File: src/rtl/bitwise_op_stream.sv
`default_nettype none
// ============================================================================
// Module   : bitwise_op_stream
// Purpose  : Flow-controlled front end for a bitwise operator datapath.
//            Operand pairs and an opcode arrive over a valid/ready handshake.
//            They are captured in stage 1 and evaluated in stage 2. Results
//            are then queued in a small FIFO until the consumer takes them.
//            Illegal opcodes are dropped without using a FIFO slot and set a
//            sticky flag.
// Ports    : clk, rst_n        - clock, asynchronous active-low reset
//            in_valid/in_ready - input handshake
//            a, b, op          - operands and opcode
//                                (0 AND, 1 OR, 2 XOR, 3 NOT A, 4 NOT B)
//            out_valid/ready   - output handshake
//            out_data, out_op  - FIFO head result and the opcode behind it
//            count             - FIFO occupancy
//            bad_op            - sticky illegal-opcode flag
// Revision : 1.0 - initial release
// ============================================================================
module bitwise_op_stream #(
  parameter int WIDTH = 4,
  parameter int DEPTH = 4
) (
  input  logic                       clk,
  input  logic                       rst_n,
  input  logic                       in_valid,
  output logic                       in_ready,
  input  logic [WIDTH-1:0]           a,
  input  logic [WIDTH-1:0]           b,
  input  logic [2:0]                 op,
  output logic                       out_valid,
  input  logic                       out_ready,
  output logic [WIDTH-1:0]           out_data,
  output logic [2:0]                 out_op,
  output logic [$clog2(DEPTH+1)-1:0] count,
  output logic                       bad_op
);

  localparam int c_cw = $clog2(DEPTH + 1);
  localparam int c_aw = $clog2(DEPTH);
  localparam logic [c_cw:0] c_depth = (c_cw + 1)'(DEPTH);

  localparam logic [2:0] c_op_and  = 3'd0;
  localparam logic [2:0] c_op_or   = 3'd1;
  localparam logic [2:0] c_op_xor  = 3'd2;
  localparam logic [2:0] c_op_nota = 3'd3;
  localparam logic [2:0] c_op_notb = 3'd4;

  // Stage 1 capture registers
  logic             r_s1_valid;
  logic [WIDTH-1:0] r_s1_a;
  logic [WIDTH-1:0] r_s1_b;
  logic [2:0]       r_s1_op;

  // Result FIFO state
  logic [WIDTH-1:0] r_mem_data [DEPTH];
  logic [2:0]       r_mem_op   [DEPTH];
  logic [c_aw-1:0]  r_wr_ptr;
  logic [c_aw-1:0]  r_rd_ptr;
  logic [c_cw-1:0]  r_count;
  logic             r_bad_op;

  logic             w_accept;
  logic             w_legal;
  logic [WIDTH-1:0] w_result;
  logic             w_push;
  logic             w_pop;
  logic [c_cw:0]    w_occupancy;

  // The credit check counts the stage-1 entry as already occupying a slot.
  // Stage 1 therefore always has room to push. A same-cycle pop is
  // deliberately ignored, so in_ready depends only on registered state.
  assign w_occupancy = {1'b0, r_count} + {{c_cw{1'b0}}, r_s1_valid};
  assign in_ready    = (w_occupancy < c_depth);
  assign w_accept    = in_valid & in_ready;

  always_comb begin
    w_result = '0;
    w_legal  = 1'b1;
    case (r_s1_op)
      c_op_and:  w_result = r_s1_a & r_s1_b;
      c_op_or:   w_result = r_s1_a | r_s1_b;
      c_op_xor:  w_result = r_s1_a ^ r_s1_b;
      c_op_nota: w_result = ~r_s1_a;
      c_op_notb: w_result = ~r_s1_b;
      default:   w_legal  = 1'b0;
    endcase
  end

  assign w_push    = r_s1_valid & w_legal;
  assign out_valid = (r_count != '0);
  assign w_pop     = out_valid & out_ready;

  // The head is masked while the FIFO is empty. This makes the outputs read
  // zero after reset even though the storage itself is never cleared.
  assign out_data = out_valid ? r_mem_data[r_rd_ptr] : '0;
  assign out_op   = out_valid ? r_mem_op[r_rd_ptr]   : 3'd0;
  assign count    = r_count;
  assign bad_op   = r_bad_op;

  // Stage 1 capture and FIFO control
  always_ff @(posedge clk or negedge rst_n) begin
    if (!rst_n) begin
      r_s1_valid <= 1'b0;
      r_s1_a     <= '0;
      r_s1_b     <= '0;
      r_s1_op    <= 3'd0;
      r_wr_ptr   <= '0;
      r_rd_ptr   <= '0;
      r_count    <= '0;
      r_bad_op   <= 1'b0;
    end else begin
      r_s1_valid <= w_accept;
      if (w_accept) begin
        r_s1_a  <= a;
        r_s1_b  <= b;
        r_s1_op <= op;
      end

      if (r_s1_valid && !w_legal) begin
        r_bad_op <= 1'b1;
      end

      if (w_push) begin
        r_wr_ptr <= r_wr_ptr + c_aw'(1);
      end
      if (w_pop) begin
        r_rd_ptr <= r_rd_ptr + c_aw'(1);
      end

      case ({w_push, w_pop})
        2'b10:   r_count <= r_count + c_cw'(1);
        2'b01:   r_count <= r_count - c_cw'(1);
        default: r_count <= r_count;
      endcase
    end
  end

  // FIFO storage is not reset. Stale entries are never visible because
  // out_valid gates the head.
  always_ff @(posedge clk) begin
    if (w_push) begin
      r_mem_data[r_wr_ptr] <= w_result;
      r_mem_op[r_wr_ptr]   <= r_s1_op;
    end
  end

endmodule
`default_nettype wire
File: config.mk
export PLATFORM = sky130hd
export DESIGN_NAME = bitwise_op_stream
export DESIGN_NICKNAME = d
export VERILOG_FILES = /design/src/rtl/bitwise_op_stream.sv
export SDC_FILE = /design/constraint.sdc
export NUM_CORES = 1
export LEC_CHECK = 0
export BUFFER_PORTS_ARGS = -buffer_cell sky130_fd_sc_hd__buf_2
export CAP_MARGIN = 40
export CORE_ASPECT_RATIO = 1.25
export CORE_UTILIZATION = 36
export CTS_BUF_LIST = sky130_fd_sc_hd__clkbuf_4 sky130_fd_sc_hd__clkbuf_8
export CTS_CLUSTER_SIZE = 16
export DETAILED_ROUTE_END_ITERATION = 6
export SYNTH_ARGS = -nofsm -noshare
export SYNTH_HDL_FRONTEND = slang
export SYNTH_SLANG_ARGS = --single-unit
File: constraint.sdc
create_clock -name clk -period 2.15 [get_ports clk]
set_input_delay 0.3225 -clock clk [delete_from_list [all_inputs] [get_ports clk]]
set_output_delay 0.3225 -clock clk [all_outputs]
set_load 0.03 [all_outputs]
==> out/metrics.cfg <==
[status]
status = complete, no violations

[cells_and_area]
mostFrequentLayoutCell = edfxtp_1
drive_gt1_share_pct = 40.9
fin_cells = 271
fin_nets = 214
fillers = 580
fin_area_mm2 = 0.00267
antenna_cells = 0
syn_to_final_growth_pct = 15.3
mostFrequentLayoutCells = edfxtp_1, buf_2, dfrtp_1, inv_1, ha_1

[timing]
skew_ns = 0.00778
finalHoldViolations = 0
period_share_pct = 96.0
tightest_slew_ns = 0.599
timing.max_slew.rel_slack_pct = 59.7
setup_viol = 0
fin_crit_ns = 2.06
max_freq_mhz = 485
rsz0062_at_grt = yes
final_max_slew_viol_count = 0

[critical_path]
worst_setup_path_start_kind = flop
worstSetupPathType = flop to primary output
cp.arrival_ns = 1.74
path_max_fanout = 9
crit_required_ns = 1.83
crit_path_end_kind = primary output

[cts]
clk_path_buf_depth = 2
cts-htree-levels = 2
clock_latency_ns = 0.30
cts.reportedPaths.clkPinSlew_ns = 0.09
clkSinkCount = 48
tritoncts = done
numCtsBuffers = 5
cts-root-buf = clkbuf_8
postCtsSetupBuffers = 0

[route]
antenna_left = 0
wire_per_inst_um = 14.0
remaining_drc_errors = 0
routed_wl_um = 3790
route.top_layer_used = met4
wl_met1_um = 1650
drt-initial-drc-count = 70
wl_met3_um = 145
vias = 1268
firstDrtPassIters = 4
vias_per_cell = 4.68
wl_met2_um = 1920

[global_route]
grt_max_degree = 21
gr-total-overflow = 0
grt_pass1_wl_um = 6660
groute.usage.overall_pct = 13.2
antenna_found_initial = 0
grt_pass1_vias = 1354

[floorplan]
design.core.area_mm2 = 0.00621
initial_core_util_pct = 37.3
die_y_um = 91.6
die-area_mm2 = 0.00675
rows = 32
die_w_um = 73.7
pin_count = 28

[synth]
synth_area_leaders = edfxtp_1, dfrtp_1, mux4_2
netlist.area_leader.share_pct = 36.3
yosysSeqAreaShare_pct = 58.0
ys_seq_elements = 48
syn_area_per_cell_um2 = 15.5
yosysWarningCount = 0
yosysUniqueCellTypes = 29
synthCells = 149
synth_fp_nets = 178
synth_top_cell_by_area = edfxtp_1
syn_area_mm2 = 0.00231

[pwr]
seqPwrFrac_pct = 39.5
p_sw_share_pct = 38.5
power_density_mw_per_mm2 = 1560
p_sw_mw = 1.60
power_mw = 4.15
p_int_mw = 2.55
total_leakage_power_nw = 1.14
clock_power_share_pct = 13.5
ir_drop_v = 0.000670
pwr-share-comb_pct = 47.0

[worst_hold_path]
hold_path_class = input port to flop

[placed_design]
place_congestion = 0.793
portBuffers = 27
placed_cells = 262
placed_area_mm2 = 0.00256
hpwl_um = 2860

[run]
drv_cap = 0

[worst max-delay path, cell delays in order, from the launching register on]
cell	delay, ns
dfrtp_2	0.54
mux4_2	0.54
and2_2	0.19
buf_2	0.17
[Yosys cell counts (all sizes together)]
cell type / count
edfxtp: 28
dfrtp: 20
inv: 17
mux2: 15
ha: 13
and2: 8
mux4: 8
o21ai: 5
and3: 4
buf: 4
nand2: 4
a22oi: 3
mux2i: 3
nor2: 3
xnor2: 3
xor2: 3
a31oi: 1
clkbuf: 1
fa: 1
nand3: 1
nor2b: 1
o21bai: 1
o22ai: 1
or3: 1
[worst paths after layout]
kind                             start          end  slack [ns]  depth (start not counted)
max in group asynchronous        rst_n  r_rd_ptr[0]        1.28                          2
min reg2reg                     bad_op       bad_op        0.48                          1
min                               a[3]    r_s1_a[3]        0.25                          2
max                        r_rd_ptr[0]    out_op[1]        0.09                          3
max reg2reg                   count[2]     count[1]        0.24                          6
min in group asynchronous        rst_n       bad_op        0.51                          2
[power groups by stage]
stage	clock [mW]	sequential, mW	combinational (mW)
global route	0.620	1.69	2.16
floorplan	0	1.66	1.47
finish	0.562	1.64	1.95
global placement	0	1.64	1.88
detailed placement	0	1.67	1.97
CTS	0.583	1.65	1.98
[stage by stage]
stage	setup TNS, ns	utilization (%)	hold WS (ns)	setup slack [ns]
finish	0	43.0	0.249	0.0865
global route	-0.00884	43.0	0.239	-0.00510
CTS	0	43.0	0.236	0.0549
detailed placement	0	41.2	0.314	0.238
global placement	0	41.2	0.305	0.284
floorplan	0	-	0.0269	0.0120
[state kept, by name, summed over array words and instances (netlist names), 2 cells and up]
register / count
r_mem_data: 16
r_mem_op: 12
r_s1_a: 4
r_s1_b: 4
count: 3
r_s1_op: 3
r_rd_ptr: 2
r_wr_ptr: 2
[cell type report]
| cell class | count | area [um^2] | area share (%) |
|---|---|---|---|
| clock buffers | 6 | 82.6 | 3.10 |
| clock inverters | 2 | 15.0 | 0.563 |
| inverters | 17 | 63.8 | 2.39 |
| multi-input cells | 79 | 867 | 32.5 |
| flip-flops and latches | 48 | 1340 | 50.3 |
| well taps | 85 | 106 | 3.99 |
| repair buffers | 34 | 190 | 7.13 |
[routing by layer]
layer / vias to the layer above / GRT usage [%]
li1: 594 / -
met1: 635 / 17.0
met2: 30 / 21.0
met3: 9 / 3.63
met4: 0 / 5.13
met5: - / 0
[cell families (layout without fill, tap and decap cells)]
| family | count (synthesis) | after routing | share of synthesized area [%] |
|---|---|---|---|
| flops | 48 | 48 | 58.0 |
| mux | 26 | 26 | 17.8 |
| simple gates | 22 | 22 | 5.73 |
| buf+inv | 22 | 59 | 4.54 |
| fa+ha+maj | 14 | 14 | 7.90 |
| compound gates | 11 | 11 | 3.73 |
| xor+xnor | 6 | 6 | 2.27 |
[repair_timing]
action / 4_1_cts / 5_1_grt
gates resized for setup: 1 / 0
hold buffers: 1 / 0
pin swaps: 0 / 0
setup endpoints to repair: 7 / 2
hold endpoints to repair: 20 / 0
Note: power is estimated with default switching activity, not from simulation.
